File: config.mk
export PLATFORM = sky130hd
export DESIGN_NAME = ctrl_seq
export DESIGN_NICKNAME = d
export VERILOG_FILES = /design/src/rtl/ctrl_seq_pkg.sv /design/src/rtl/ctrl_seq_ch_stagger.sv /design/src/rtl/ctrl_seq.sv
export SDC_FILE = /design/constraint.sdc
export NUM_CORES = 1
export LEC_CHECK = 0
export ABC_AREA = 1
export CORE_ASPECT_RATIO = 0.8
export CORE_MARGIN = 1
export CORE_UTILIZATION = 43
export CTS_BUF_LIST = sky130_fd_sc_hd__clkbuf_4
export DETAILED_ROUTE_END_ITERATION = 10
export PLACE_DENSITY = 0.79
export SLEW_MARGIN = 20
export SYNTH_ARGS = -nofsm -noshare
export SYNTH_HDL_FRONTEND = slang
export SYNTH_SLANG_ARGS = --single-unit
File: constraint.sdc
create_clock -name clk -period 4.1 [get_ports clk]
set_input_delay 0.82 -clock clk [delete_from_list [all_inputs] [get_ports clk]]
set_output_delay 0.82 -clock clk [all_outputs]
set_load 0.03 [all_outputs]
File: src/rtl/ctrl_seq_pkg.sv
// Shared constants for the top-level control sequencer: state codes, LED codes.
// Latency: n/a (constants and a pure function only).
// Backpressure: n/a.
package ctrl_seq_pkg;

    // State codes, visible on controlstate
    localparam logic [3:0] ST_RST    = 4'd0;
    localparam logic [3:0] ST_INIT   = 4'd1;
    localparam logic [3:0] ST_CFG    = 4'd2;
    localparam logic [3:0] ST_PROG   = 4'd3;
    localparam logic [3:0] ST_READ   = 4'd4;
    localparam logic [3:0] ST_LOAD   = 4'd5;
    localparam logic [3:0] ST_IDLE   = 4'd6;
    localparam logic [3:0] ST_ACTIVE = 4'd7;
    localparam logic [3:0] ST_FAULT  = 4'd8;

    // Programming LED modes
    localparam logic [1:0] LED_OFF   = 2'b00;
    localparam logic [1:0] LED_BLINK = 2'b01;
    localparam logic [1:0] LED_ON    = 2'b10;
    localparam logic [1:0] LED_FAULT = 2'b11;

    // Largest supported channel count
    localparam int unsigned N_CH_MAX = 8;

    // LED mode for a given state. The LED stays solid from READ onward because
    // a successful UFM write is what moves PROG to READ.
    function automatic logic [1:0] led_for_state(input logic [3:0] st);
        logic [1:0] led;
        case (st)
            ST_PROG:                              led = LED_BLINK;
            ST_READ, ST_LOAD, ST_IDLE, ST_ACTIVE: led = LED_ON;
            ST_FAULT:                             led = LED_FAULT;
            default:                              led = LED_OFF;
        endcase
        return led;
    endfunction

endpackage

File: src/rtl/ctrl_seq_ch_stagger.sv
// One sequenced output channel: enable latches once the previous stage has aged.
// Latency: enable registered, 1 cycle after prev_aged && ready && go.
// Backpressure: none; ready gates the set, an enable never drops while active.
//
// Ports: clk, reset (async, active-high); active = sequencer will be in ACTIVE
// next cycle (low clears everything); go = sequencing allowed this cycle;
// prev_aged = previous stage has been enabled long enough; ready = downstream
// ready; en = channel enable; aged = this channel has been enabled STAGGER
// cycles, feeding the next channel.
module ctrl_seq_ch_stagger #(
    parameter int unsigned STAGGER = 16
) (
    input  logic clk,
    input  logic reset,
    input  logic active,
    input  logic go,
    input  logic prev_aged,
    input  logic ready,
    output logic en,
    output logic aged
);

    localparam int unsigned   CW      = $clog2(STAGGER + 1);
    localparam logic [CW-1:0] AGE_MAX = CW'(STAGGER - 1);

    logic [CW-1:0] age_cnt;

    always_ff @(posedge clk or posedge reset) begin
        if (reset) begin
            en      <= 1'b0;
            age_cnt <= '0;
        end else if (!active) begin
            en      <= 1'b0;
            age_cnt <= '0;
        end else begin
            if (go && prev_aged && ready)
                en <= 1'b1;
            // age_cnt is 0 in the first enabled cycle, so reaching STAGGER-1
            // means the next channel's enable lands STAGGER cycles after ours.
            if (en && (age_cnt != AGE_MAX))
                age_cnt <= age_cnt + 1'b1;
        end
    end

    assign aged = en && (age_cnt == AGE_MAX);

endmodule

File: src/rtl/ctrl_seq.sv
// Top-level power-up/control sequencer with per-wait timeout and staggered channel enables.
// Latency: all outputs registered, 1 cycle from input event to output change.
// Backpressure: none; waits on done flags, optional timeout (CTRL_TIMEOUT_EN) escapes to FAULT.
//
// Ports: clk, reset (async, active-high); sw_res/sw_ena debounced switch levels
// with *_rise one-cycle edge pulses; init/cfg/write/read/load_done sub-block done
// flags; arm_ok clock generator idle; ch_ready per-channel ready.
// Outputs: controlstate (state code), sub_reset, ch_en, prog_led, fault, fault_code.
// Macro CTRL_TIMEOUT_EN: when defined, wait states time out after 2^TO_W-1
// waiting cycles into FAULT; otherwise fault and fault_code are tied to 0.
module ctrl_seq
    import ctrl_seq_pkg::*;
#(
    parameter int unsigned N_CH       = 2,
    parameter int unsigned RESET_HOLD = 3,
    parameter int unsigned STAGGER    = 16,
    parameter int unsigned TO_W       = 20
) (
    input  logic            clk,
    input  logic            reset,
    input  logic            sw_res,
    input  logic            sw_res_rise,
    input  logic            sw_ena,
    input  logic            sw_ena_rise,
    input  logic            init_done,
    input  logic            cfg_done,
    input  logic            write_done,
    input  logic            read_done,
    input  logic            load_done,
    input  logic            arm_ok,
    input  logic [N_CH-1:0] ch_ready,
    output logic [3:0]      controlstate,
    output logic            sub_reset,
    output logic [N_CH-1:0] ch_en,
    output logic [1:0]      prog_led,
    output logic            fault,
    output logic [3:0]      fault_code
);

    localparam int unsigned       HOLD_W   = $clog2(RESET_HOLD + 1);
    localparam logic [HOLD_W-1:0] HOLD_MAX = HOLD_W'(RESET_HOLD);
    localparam int unsigned       STG_W    = $clog2(STAGGER + 1);
    localparam logic [STG_W-1:0]  STG_MAX  = STG_W'(STAGGER - 1);

    logic [3:0]        state_q, state_d;
    logic [HOLD_W-1:0] hold_q, hold_d;
    logic              init_seen_q, init_seen_d;
    logic              hold_ok, init_ok, timeout;
    logic [STG_W-1:0]  entry_cnt_q;
    logic              go, ch_active;
    logic [N_CH:0]     aged_chain;
    logic              sub_reset_d;
    logic [1:0]        prog_led_d;

    assign hold_ok = (hold_q == HOLD_MAX);
    // init_done may pulse while sub_reset is still held; remember it.
    assign init_ok = hold_ok && (init_done || init_seen_q);

    // ------------------------------------------------------------------
    // Timeout
    // ------------------------------------------------------------------
`ifdef CTRL_TIMEOUT_EN
    localparam logic [TO_W-1:0] TO_LAST = ~TO_W'(1);  // one below all-ones

    logic [TO_W-1:0] to_cnt_q;
    logic            waiting;
    logic [3:0]      fault_code_q;
    logic            fault_q;

    // Waiting means the state's own done condition is false; LOAD's switch
    // qualifiers are operator action, not a stalled sub-block.
    always_comb begin
        case (state_q)
            ST_INIT: waiting = !init_ok;
            ST_CFG:  waiting = !cfg_done;
            ST_PROG: waiting = !write_done;
            ST_READ: waiting = !read_done;
            ST_LOAD: waiting = !load_done;
            default: waiting = 1'b0;
        endcase
    end

    // Fires on the waiting cycle that would take the counter to all-ones.
    assign timeout = waiting && (to_cnt_q == TO_LAST);

    always_ff @(posedge clk or posedge reset) begin
        if (reset) begin
            to_cnt_q     <= '0;
            fault_q      <= 1'b0;
            fault_code_q <= 4'd0;
        end else begin
            if (state_d != state_q)
                to_cnt_q <= '0;
            else if (waiting)
                to_cnt_q <= to_cnt_q + 1'b1;
            fault_q <= (state_d == ST_FAULT);
            if (state_d != ST_FAULT)
                fault_code_q <= 4'd0;
            else if (state_q != ST_FAULT)
                fault_code_q <= state_q;
        end
    end

    assign fault      = fault_q;
    assign fault_code = fault_code_q;
`else
    assign timeout    = 1'b0;
    assign fault      = 1'b0;
    assign fault_code = 4'd0;
`endif

    // ------------------------------------------------------------------
    // FSM: state register (with registered outputs and counters)
    // ------------------------------------------------------------------
    always_ff @(posedge clk or posedge reset) begin
        if (reset) begin
            state_q     <= ST_RST;
            hold_q      <= '0;
            init_seen_q <= 1'b0;
            entry_cnt_q <= '0;
            sub_reset   <= 1'b0;
            prog_led    <= LED_OFF;
        end else begin
            state_q     <= state_d;
            hold_q      <= hold_d;
            init_seen_q <= init_seen_d;
            if (state_q != ST_ACTIVE)
                entry_cnt_q <= '0;
            else if (entry_cnt_q != STG_MAX)
                entry_cnt_q <= entry_cnt_q + 1'b1;
            sub_reset   <= sub_reset_d;
            prog_led    <= prog_led_d;
        end
    end

    assign controlstate = state_q;

    // ------------------------------------------------------------------
    // FSM: next state
    // ------------------------------------------------------------------
    always_comb begin
        state_d = state_q;
        if (sw_res_rise) begin
            state_d = ST_RST;
        end else begin
            case (state_q)
                ST_RST:    if (sw_ena_rise && sw_res)             state_d = ST_INIT;
                ST_INIT:   if (init_ok)                           state_d = ST_CFG;
                           else if (timeout)                      state_d = ST_FAULT;
                ST_CFG:    if (cfg_done)                          state_d = ST_PROG;
                           else if (timeout)                      state_d = ST_FAULT;
                ST_PROG:   if (write_done)                        state_d = ST_READ;
                           else if (timeout)                      state_d = ST_FAULT;
                ST_READ:   if (read_done)                         state_d = ST_LOAD;
                           else if (timeout)                      state_d = ST_FAULT;
                ST_LOAD:   if (load_done && !sw_res && !sw_ena)   state_d = ST_IDLE;
                           else if (timeout)                      state_d = ST_FAULT;
                ST_IDLE:   if (arm_ok && !sw_res && sw_ena_rise)  state_d = ST_ACTIVE;
                ST_ACTIVE: if (!sw_ena && !sw_res)                state_d = ST_READ;
                ST_FAULT:                                         state_d = ST_FAULT;
                default:                                          state_d = ST_RST;
            endcase
        end
    end

    // Hold counter and early-init latch only live while staying in INIT.
    always_comb begin
        hold_d      = '0;
        init_seen_d = 1'b0;
        if ((state_q == ST_INIT) && (state_d == ST_INIT)) begin
            hold_d      = hold_ok ? hold_q : hold_q + 1'b1;
            init_seen_d = init_seen_q || init_done;
        end
    end

    // ------------------------------------------------------------------
    // FSM: outputs (computed from next state, so they switch with the state)
    // ------------------------------------------------------------------
    always_comb begin
        sub_reset_d = ((state_d == ST_INIT) && (hold_d != HOLD_MAX)) ||
                      (state_d == ST_FAULT);
        prog_led_d  = led_for_state(state_d);
    end

    // ------------------------------------------------------------------
    // Channel stagger chain
    // ------------------------------------------------------------------
    // sw_res level freezes sequencing; leaving ACTIVE clears all enables via ch_active.
    assign go         = (state_q == ST_ACTIVE) && sw_ena && !sw_res;
    assign ch_active  = (state_d == ST_ACTIVE);
    // Channel 0 ages off the time spent in ACTIVE, as if a virtual channel
    // had been enabled on entry.
    assign aged_chain[0] = (state_q == ST_ACTIVE) && (entry_cnt_q == STG_MAX);

    for (genvar k = 0; k < N_CH; k++) begin : g_ch
        ctrl_seq_ch_stagger #(
            .STAGGER (STAGGER)
        ) u_ch_stagger (
            .clk       (clk),
            .reset     (reset),
            .active    (ch_active),
            .go        (go),
            .prev_aged (aged_chain[k]),
            .ready     (ch_ready[k]),
            .en        (ch_en[k]),
            .aged      (aged_chain[k+1])
        );
    end

endmodule

==> impl_metrics.py, run 1 <==
metrics = {
    "outcome": {
        "status": "finished, final reports clean",
    },
    "yosys": {
        "avgSynthCellArea_um2": 7.15,
        "synth_cell_types": 21,
        "synth_commonest_cells": "37 x inv_1, 36 x nand2_1, 28 x nor2_1, 22 x dfrtp_1, 10 x nand3_1",
        "syn_inst": 180,
        "synth_edf_count": 0,
        "synth_ff_type": "dfrtp_1",
        "syn_area_um2": 1290,
        "synth_area_leader_cell": "dfrtp_1",
        "yosys-top-cells-area": "dfrtp_1 43%, inv_1 11%, nand2_1 10%",
        "async_flop_share_pct": 100,
        "post-synth-top-count-cell": "inv_1",
        "ys_ff_latch": 22,
        "synth_top_area_share_pct": 42.8,
        "ys_seq_area_share_pct": 42.8,
        "yosysWarningCount": 0,
    },
    "critical_path": {
        "reg2regPathDepth": 9,
        "crit_type": "register to primary output",
        "worst-path-buf-inv": 1,
        "worstReg2RegStart": "g_ch[0].u_ch_stagger.age_cnt[0]",
        "slowest_delay_ns": 0.71,
        "worstPathRequired_ns": 3.28,
        "end_kind": "primary output",
        "path_cells": "clkdlybuf4s50_1",
        "arrival_ns": 1.48,
        "rr_endpoint": "g_ch[0].u_ch_stagger.age_cnt[3]",
        "setup.worst_path.start_class": "register",
        "crit_path_end": "controlstate[3]",
        "cp_top_family": "buffers and inverters",
        "r2r_slack_ns": 2.36,
        "slowest_stage": "clkdlybuf4s50_1",
        "cp.depth": 1,
        "startpoint": "controlstate[3]",
        "critical_path_peak_fanout": 5,
    },
    "place": {
        "io_buffers": 22,
        "dpl_cell_area_um2": 1510,
        "dp_hpwl_mm": 1.83,
        "gp_congestion": 0.820,
    },
    "cells_and_area": {
        "drive_gt1_share_pct": 5.47,
        "area_growth_pct": 19.3,
        "diodes": 0,
        "fillers": 291,
        "num-nets-final": 220,
        "design_area_um2": 1540,
    },
    "hold_path": {
        "min_path_type": "register to register",
    },
    "timing": {
        "rsz0062_at_grt": "no",
        "period_needed_ns": 2.30,
        "fin_skew_ns": 0.0123,
        "worst_slew_pin_slew_ns": 0.824,
        "finalCritPeriodShare_pct": 56.2,
        "finalHoldViolCount": 0,
        "fmax_ghz": 0.434,
        "setup-tns-final_ns": 0,
        "finalSetupViolCount": 0,
        "slew_violations": 0,
        "relSlewSlack_pct": 45.0,
    },
    "clock_network": {
        "clk_path_buf_depth": 2,
        "hold_buffers": 0,
        "cts_buffers": 3,
        "htreeDepth": 1,
        "cts_root_buf": "clkbuf_4",
        "clk_latency_ns": 0.31,
        "cts.sinks": 22,
        "cts_resized": 0,
        "clkTransAtPathRegs_ns": 0.12,
        "postCtsSetupRepairBufs": 0,
        "cts_tree": "yes",
    },
    "drt": {
        "drt_iter0_markers": 21,
        "viasPerCell": 4.38,
        "drt-wirelength-per-cell_um": 9.44,
        "dr.pass1.iters": 2,
        "detail-route-antenna-nets": 0,
        "drc_errors": 0,
        "routed-via-count": 1047,
        "routed_wl_mm": 2.26,
    },
    "floorplan": {
        "die_h_um": 50.9,
        "initial_core_util_pct": 45.9,
        "die-width_um": 63.2,
        "ios": 28,
        "core_um2": 2810,
        "die_area_um2": 3220,
        "rows": 17,
    },
    "grt": {
        "overflow": 0,
        "met1_usage_pct": 20.6,
        "use_met2_pct": 28.1,
        "grt.busiest_layer": "met2",
        "antenna_found_initial": 0,
        "met3_usage_pct": 4.24,
        "grt.total_usage_pct": 16.0,
        "grt_max_degree": 23,
        "grt_pass1_vias": 993,
        "grt_first_pass_wirelength_mm": 4.08,
    },
    "pwr": {
        "pwr_density_cell_nw_per_um2": 236,
        "leakagePower_nw": 0.779,
        "ir_drop_v": 0.000224,
    },
    "run": {
        "drv_cap": 0,
    },
}
==> state kept, by name, indices dropped and copies added (netlist names) <==
name	count
entry_cnt_q	5
g_ch.u_ch_stagger.en	2
g_ch.u_ch_stagger.age_cnt	5
sub_reset	1
prog_led	2
init_seen_q	1
hold_q	2
controlstate	4
==> cell usage in the layout, fill, tap and decap left out <==
| cell type | instances |
|---|---|
| clkinv_1 | 1 |
| inv_2 | 1 |
| nand2_1 | 36 |
| ha_1 | 4 |
| nand3_1 | 10 |
| inv_1 | 37 |
| nand3b_1 | 1 |
| o21ai_0 | 2 |
| o21ai_1 | 1 |
| nor3_1 | 9 |
| nand2_2 | 2 |
| conb_1 | 5 |
| nor2_1 | 28 |
| nand4_1 | 3 |
| a21oi_1 | 5 |
| clkdlybuf4s50_1 | 22 |
| or2_2 | 1 |
| dfrtp_1 | 22 |
| xor2_1 | 3 |
| nor2_2 | 4 |
| xnor2_1 | 1 |
| clkbuf_4 | 3 |
==> per-layer routing <==
metal  up-vias  share of wire [%]
met5         -                  0
met4         0                  0
met3         0                3.5
met2        11                 46
met1       463                 50
li1        573                  -
==> power by group <==
group | internal, W | leakage, nW | total (W) | switching, W
sequential | 0.000219 | 0.306 | 0.000220 | 0.00000139
clock | 0.0000355 | 0.0154 | 0.0000989 | 0.0000634
combinational | 0.0000178 | 0.458 | 0.0000430 | 0.0000252
==> metrics by stage <==
| stage | setup WS (ns) | util [%] | cells | hold WS [ns] | power [W] |
|---|---|---|---|---|---|
| 2_1_floorplan | 2.37 | - | 184 | 0.480 | 0.000252 |
| 3_3_place_gp | 1.82 | 53.8 | 235 | 0.495 | 0.000268 |
| 3_5_place_dp | 1.77 | 53.8 | 235 | 0.509 | 0.000268 |
| 4_1_cts | 1.77 | 54.7 | 239 | 0.538 | 0.000369 |
| 5_1_grt | 1.75 | 54.7 | 239 | 0.580 | 0.000379 |
| 6_report | 1.80 | 54.7 | 239 | 0.528 | 0.000362 |
==> logic make-up after synthesis <==
family                   synth area share, %
adder cells (fa/ha/maj)                 3.89
flip-flops                              42.8
XOR/XNOR                                2.72
AO/OA/AOI/OAI                           3.11
AND/OR/NAND/NOR                         31.5
other                                  0.291
buffers and inverters                   15.7
==> final cells by class <==
type	instances	area, um^2	area share, %
Sequential cell	22	551	35.8
Multi-Input combinational cell	115	549	35.7
Timing Repair Buffer	22	220	14.3
Inverter	38	143	9.28
Tap cell	38	47.5	3.09
Clock buffer	3	22.5	1.47
Clock inverter	1	3.75	0.244
==> worst min-delay path by stage <==
stage / start / end / slack, ns / cells past startpoint
floorplan: entry_cnt_q[4] / entry_cnt_q[4] / 0.48 / 2
global placement: entry_cnt_q[4] / entry_cnt_q[4] / 0.50 / 2
detailed placement: entry_cnt_q[4] / entry_cnt_q[4] / 0.51 / 2
CTS: entry_cnt_q[4] / entry_cnt_q[4] / 0.54 / 2
global route: entry_cnt_q[4] / entry_cnt_q[4] / 0.58 / 2
finish: entry_cnt_q[4] / entry_cnt_q[4] / 0.53 / 2
(Power assumes the default switching activity.)
==> inputs of run 2 (changes only) <==
==> constraint.sdc (replaced) <==
create_clock -name clk -period 2.4 [get_ports clk]
set_input_delay 0.48 -clock clk [delete_from_list [all_inputs] [get_ports clk]]
set_output_delay 0.48 -clock clk [all_outputs]
set_load 0.03 [all_outputs]
==> impl_metrics.py, run 2 (same netlist as run 1, synthesis figures left out) <==
metrics = {
    "floorplan": {
        "initial_core_util_pct": 45.9,
        "rows": 17,
        "die-width_um": 63.2,
        "ios": 28,
        "die_area_um2": 3220,
        "die_h_um": 50.9,
        "core_um2": 2810,
    },
    "grt": {
        "grt_max_degree": 23,
        "overflow": 0,
        "grt.total_usage_pct": 16.4,
        "grt_first_pass_wirelength_mm": 4.03,
        "antenna_found_initial": 0,
        "grt_pass1_vias": 973,
    },
    "outcome": {
        "status": "finished, final reports clean",
    },
    "hold_path": {
        "min_path_type": "input port to asynchronous set/reset pin",
    },
    "clock_network": {
        "cts_tree": "yes",
        "clk_path_buf_depth": 2,
        "cts_buffers": 3,
        "htreeDepth": 1,
        "clkTransAtPathRegs_ns": 0.12,
        "postCtsSetupRepairBufs": 0,
        "clk_latency_ns": 0.31,
        "cts_resized": 0,
        "cts_root_buf": "clkbuf_4",
        "hold_buffers": 0,
        "cts.sinks": 22,
    },
    "cells_and_area": {
        "area_growth_pct": 19.9,
        "final_cell_mix": "37 x inv_1, 36 x nand2_1, 28 x nor2_1, 22 x dfrtp_1, 22 x clkdlybuf4s50_1",
        "final_core_util_pct": 55.0,
        "num-nets-final": 221,
        "drive_gt1_share_pct": 5.94,
        "diodes": 0,
        "layout_commonest_cell": "inv_1",
    },
    "pwr": {
        "power.switching_w": 0.000153,
        "switching_share_pct": 24.7,
        "leakagePower_nw": 0.784,
        "clkPwrFrac_pct": 27.1,
        "p_comb_share_pct": 12.1,
        "p_seq_share_pct": 60.7,
        "pwr_density_cell_nw_per_um2": 401,
        "ir_drop_v": 0.000310,
        "p_int_w": 0.000466,
    },
    "timing": {
        "setup_ws_ns": 0.426,
        "finalCritPeriodShare_pct": 82.3,
        "finalHoldViolCount": 0,
        "fin_skew_ns": 0.00951,
        "rsz0062_at_grt": "no",
        "finalSetupViolCount": 0,
        "fmax_ghz": 0.506,
        "setup-tns-final_ns": 0,
        "slew_violations": 0,
        "period_needed_ns": 1.97,
    },
    "drt": {
        "viasPerCell": 4.36,
        "routed_wl_mm": 2.26,
        "detail-route-antenna-nets": 0,
        "dr.pass1.iters": 4,
        "routed-via-count": 1047,
        "drc_errors": 0,
        "met2_length_mm": 1.02,
        "routed.top_layer": "met4",
        "wl_met3_um": 102,
        "met1_length_mm": 1.13,
        "drt_iter0_markers": 52,
        "drt-wirelength-per-cell_um": 9.43,
    },
    "critical_path": {
        "crit_type": "register to primary output",
        "slowest_delay_ns": 0.71,
        "worst-path-buf-inv": 1,
        "arrival_ns": 1.49,
        "critical_path_peak_fanout": 5,
        "slowest_stage": "clkdlybuf4s50_1",
        "cp_top_family": "buffers and inverters",
        "path_cells": "clkdlybuf4s50_1",
        "setup.worst_path.start_class": "register",
        "worstPathRequired_ns": 1.92,
        "end_kind": "primary output",
    },
    "run": {
        "drv_cap": 0,
    },
    "place": {
        "dp_slack_ns": 0.414,
        "dp_hpwl_mm": 1.77,
        "io_buffers": 22,
        "gp_congestion": 0.820,
    },
}
-- run 2: cell count changes in the layout (fill, tap and decap cells not counted), sizes merged --
cell / before / now
buf: 0 / 1
-- run 2: final cells by class --
class	count	area (um^2)
clock buffer	3	22.5
clock inverter	1	3.75
fill	279	1260
inverter	38	143
multi-input combinational	115	549
sequential	22	551
tap	38	47.5
timing repair buffer	23	228
-- run 2: routing by layer --
layer  vias up  GRT usage (%)
li1        575              -
met1       454           20.6
met2        16           27.4
met3         2           5.80
met4         0           3.41
met5         -              0
-- run 2: worst paths after layout --
kind	start	end	slack (ns)	depth (start not counted)
max in group asynchronous	reset	controlstate[0]	1.69	3
min in group clk	entry_cnt_q[4]	entry_cnt_q[4]	0.53	2
min	reset	g_ch[0].u_ch_stagger.age_cnt[4]	0.48	3
max	controlstate[3]	controlstate[3]	0.43	1
min reg2reg	entry_cnt_q[4]	entry_cnt_q[4]	0.53	2
max reg2reg	g_ch[0].u_ch_stagger.age_cnt[0]	g_ch[0].u_ch_stagger.age_cnt[3]	0.67	9
-- run 2: power by group through the flow --
stage | logic (W) | registers (W) | clock network [W]
finish | 0.0000752 | 0.000376 | 0.000168
global route | 0.0000845 | 0.000377 | 0.000190
CTS | 0.0000761 | 0.000376 | 0.000177
detailed placement | 0.0000752 | 0.000383 | 0
global placement | 0.0000752 | 0.000383 | 0
floorplan | 0.0000419 | 0.000388 | 0
-- run 2: metrics by stage --
step,instances,instance area (um^2),hold WS [ns],total power (W)
after floorplan,184,1300,0.469,0.000430
after global placement,236,1520,0.495,0.000458
after detailed placement,236,1520,0.506,0.000458
after CTS,240,1540,0.483,0.000629
after global routing,240,1540,0.496,0.000651
final,240,1540,0.484,0.000619
==> inputs of run 3 (changes only) <==
--- a/config.mk
+++ b/config.mk
@@ -11,7 +11,7 @@
 export CORE_UTILIZATION = 43
 export CTS_BUF_LIST = sky130_fd_sc_hd__clkbuf_4
 export DETAILED_ROUTE_END_ITERATION = 10
-export PLACE_DENSITY = 0.79
+export PLACE_DENSITY = 0.81
 export SLEW_MARGIN = 20
 export SYNTH_ARGS = -nofsm -noshare
 export SYNTH_HDL_FRONTEND = slang
==> constraint.sdc (replaced) <==
create_clock -name clk -period 1.8 [get_ports clk]
set_input_delay 0.36 -clock clk [delete_from_list [all_inputs] [get_ports clk]]
set_output_delay 0.36 -clock clk [all_outputs]
set_load 0.03 [all_outputs]
==> impl_metrics.py, run 3 (same netlist as run 1, synthesis figures left out) <==
metrics = {
    "critical_path": {
        "end_kind": "primary output",
        "worstPathRequired_ns": 1.44,
        "startpoint": "g_ch[0].u_ch_stagger.en",
        "worst-path-buf-inv": 1,
        "arrival_ns": 1.37,
        "cp.depth": 1,
        "r2r_slack_ns": 0.14,
        "critical_path_peak_fanout": 3,
        "worstReg2RegStart": "g_ch[0].u_ch_stagger.age_cnt[1]",
        "slowest_stage": "clkdlybuf4s50_1",
        "reg2regPathDepth": 9,
        "slowest_delay_ns": 0.67,
        "cp_top_family": "buffers and inverters",
        "crit_path_end": "ch_en[0]",
        "setup.worst_path.start_class": "register",
        "rr_endpoint": "g_ch[0].u_ch_stagger.age_cnt[3]",
        "path_cells": "clkdlybuf4s50_1",
        "crit_type": "register to primary output",
    },
    "timing": {
        "rsz0062_at_grt": "no",
        "fin_skew_ns": 0.00771,
        "slew_violations": 0,
        "hold_slack_ns": 0.366,
        "finalHoldViolCount": 0,
        "finalCritPeriodShare_pct": 96.3,
        "fmax_ghz": 0.577,
        "period_needed_ns": 1.73,
        "finalSetupViolCount": 0,
        "setup_ws_ns": 0.0675,
    },
    "pwr": {
        "pwr_density_cell_nw_per_um2": 534,
        "leakagePower_nw": 0.818,
        "ir_drop_v": 0.000348,
        "power_w": 0.000836,
    },
    "floorplan": {
        "die_h_um": 50.9,
        "die_area_um2": 3220,
        "core_um2": 2810,
        "rows": 17,
        "ios": 28,
        "initial_core_util_pct": 45.9,
        "die-width_um": 63.2,
    },
    "drt": {
        "viasPerCell": 4.36,
        "drt-wirelength-per-cell_um": 9.77,
        "dr.pass1.iters": 4,
        "routed-via-count": 1059,
        "routed_wl_mm": 2.37,
        "detail-route-antenna-nets": 0,
        "drt_iter0_markers": 33,
        "drc_errors": 0,
    },
    "place": {
        "gp_congestion": 0.866,
        "io_buffers": 22,
        "dp_slack_ns": -0.00895,
        "dp_hpwl_mm": 1.88,
    },
    "clock_network": {
        "cts_root_buf": "clkbuf_4",
        "cts_buffers": 3,
        "clk_path_buf_depth": 2,
        "postCtsSetupRepairBufs": 0,
        "clk_latency_ns": 0.32,
        "cts_tree": "yes",
        "clkTransAtPathRegs_ns": 0.12,
        "htreeDepth": 1,
        "cts.sinks": 22,
    },
    "hold_path": {
        "min_path_type": "input port to asynchronous set/reset pin",
    },
    "grt": {
        "grt_first_pass_wirelength_mm": 4.06,
        "overflow": 0,
        "grt_max_degree": 23,
        "antenna_found_initial": 0,
        "grt_pass1_vias": 975,
        "grt.total_usage_pct": 16.5,
    },
    "run": {
        "drv_cap": 0,
    },
    "cells_and_area": {
        "diodes": 0,
        "final_cell_mix": "37 x inv_1, 36 x nand2_1, 28 x nor2_1, 22 x dfrtp_1, 18 x clkdlybuf4s50_1",
        "layout_commonest_cell": "inv_1",
        "area_growth_pct": 21.5,
        "num-nets-final": 224,
        "drive_gt1_share_pct": 7.32,
    },
    "outcome": {
        "status": "finished, final reports clean",
    },
}
run 3: cell types whose count changed in the layout (fill, tap and decap cells not counted), sizes merged:
| cell | previous run | this run |
|---|---|---|
| buf | 1 | 4 |
| clkdlybuf4s50 | 22 | 18 |
| dlygate4sd2 | 0 | 4 |
run 3: where the power goes:
| group | internal [W] | leakage [nW] | total (W) | switching [W] |
|---|---|---|---|---|
| Combinational | 0.0000427 | 0.497 | 0.000101 | 0.0000583 |
| Sequential | 0.000498 | 0.306 | 0.000501 | 0.00000299 |
| Clock | 0.0000813 | 0.0154 | 0.000234 | 0.000152 |
| Total | 0.000622 | 0.818 | 0.000836 | 0.000214 |
run 3: worst min-delay path by stage:
stage / start / end / slack (ns)
6_report: reset / g_ch[0].u_ch_stagger.age_cnt[1] / 0.37
5_1_grt: reset / g_ch[0].u_ch_stagger.age_cnt[2] / 0.38
4_1_cts: reset / g_ch[0].u_ch_stagger.age_cnt[2] / 0.37
3_5_place_dp: entry_cnt_q[4] / entry_cnt_q[4] / 0.53
3_3_place_gp: entry_cnt_q[4] / entry_cnt_q[4] / 0.49
2_1_floorplan: reset / controlstate[0] / 0.35
run 3: stage by stage:
step	TNS (ns)	utilization, %	cells	cell area (um^2)
2_1_floorplan	0	-	184	1300
3_3_place_gp	0	54.9	239	1540
3_5_place_dp	-0.0362	54.9	239	1540
4_1_cts	0	55.6	243	1560
5_1_grt	0	55.7	243	1560
6_report	0	55.7	243	1560
run 3: timing repair:
action	CTS	global route
endpoints found under the setup margin	4	1
hold buffers	0	0
gates resized for setup	4	1
run 3: per-layer routing:
metal / vias to the layer above / track usage [%] / share of wire (%)
met2: 20 / 28.0 / 47
met3: 2 / 4.46 / 4.3
met4: 0 / 3.41 / 0.80
met5: - / 0 / 0
li1: 580 / - / -
met1: 457 / 21.2 / 48
run 3: area by class of cell:
| cell class | instances | area [um^2] |
|---|---|---|
| inverters | 38 | 143 |
| clock buffers | 3 | 22.5 |
| flip-flops and latches | 22 | 551 |
| repair buffers | 26 | 245 |
| clock inverters | 1 | 3.75 |
| well taps | 38 | 47.5 |
| multi-input cells | 115 | 552 |
| fillers | 269 | 1240 |
run 3: worst min-delay path: stages:
cell and delay (ns):
clkdlybuf4s50_1 0.40, inv_1 0.05, buf_4 0.27
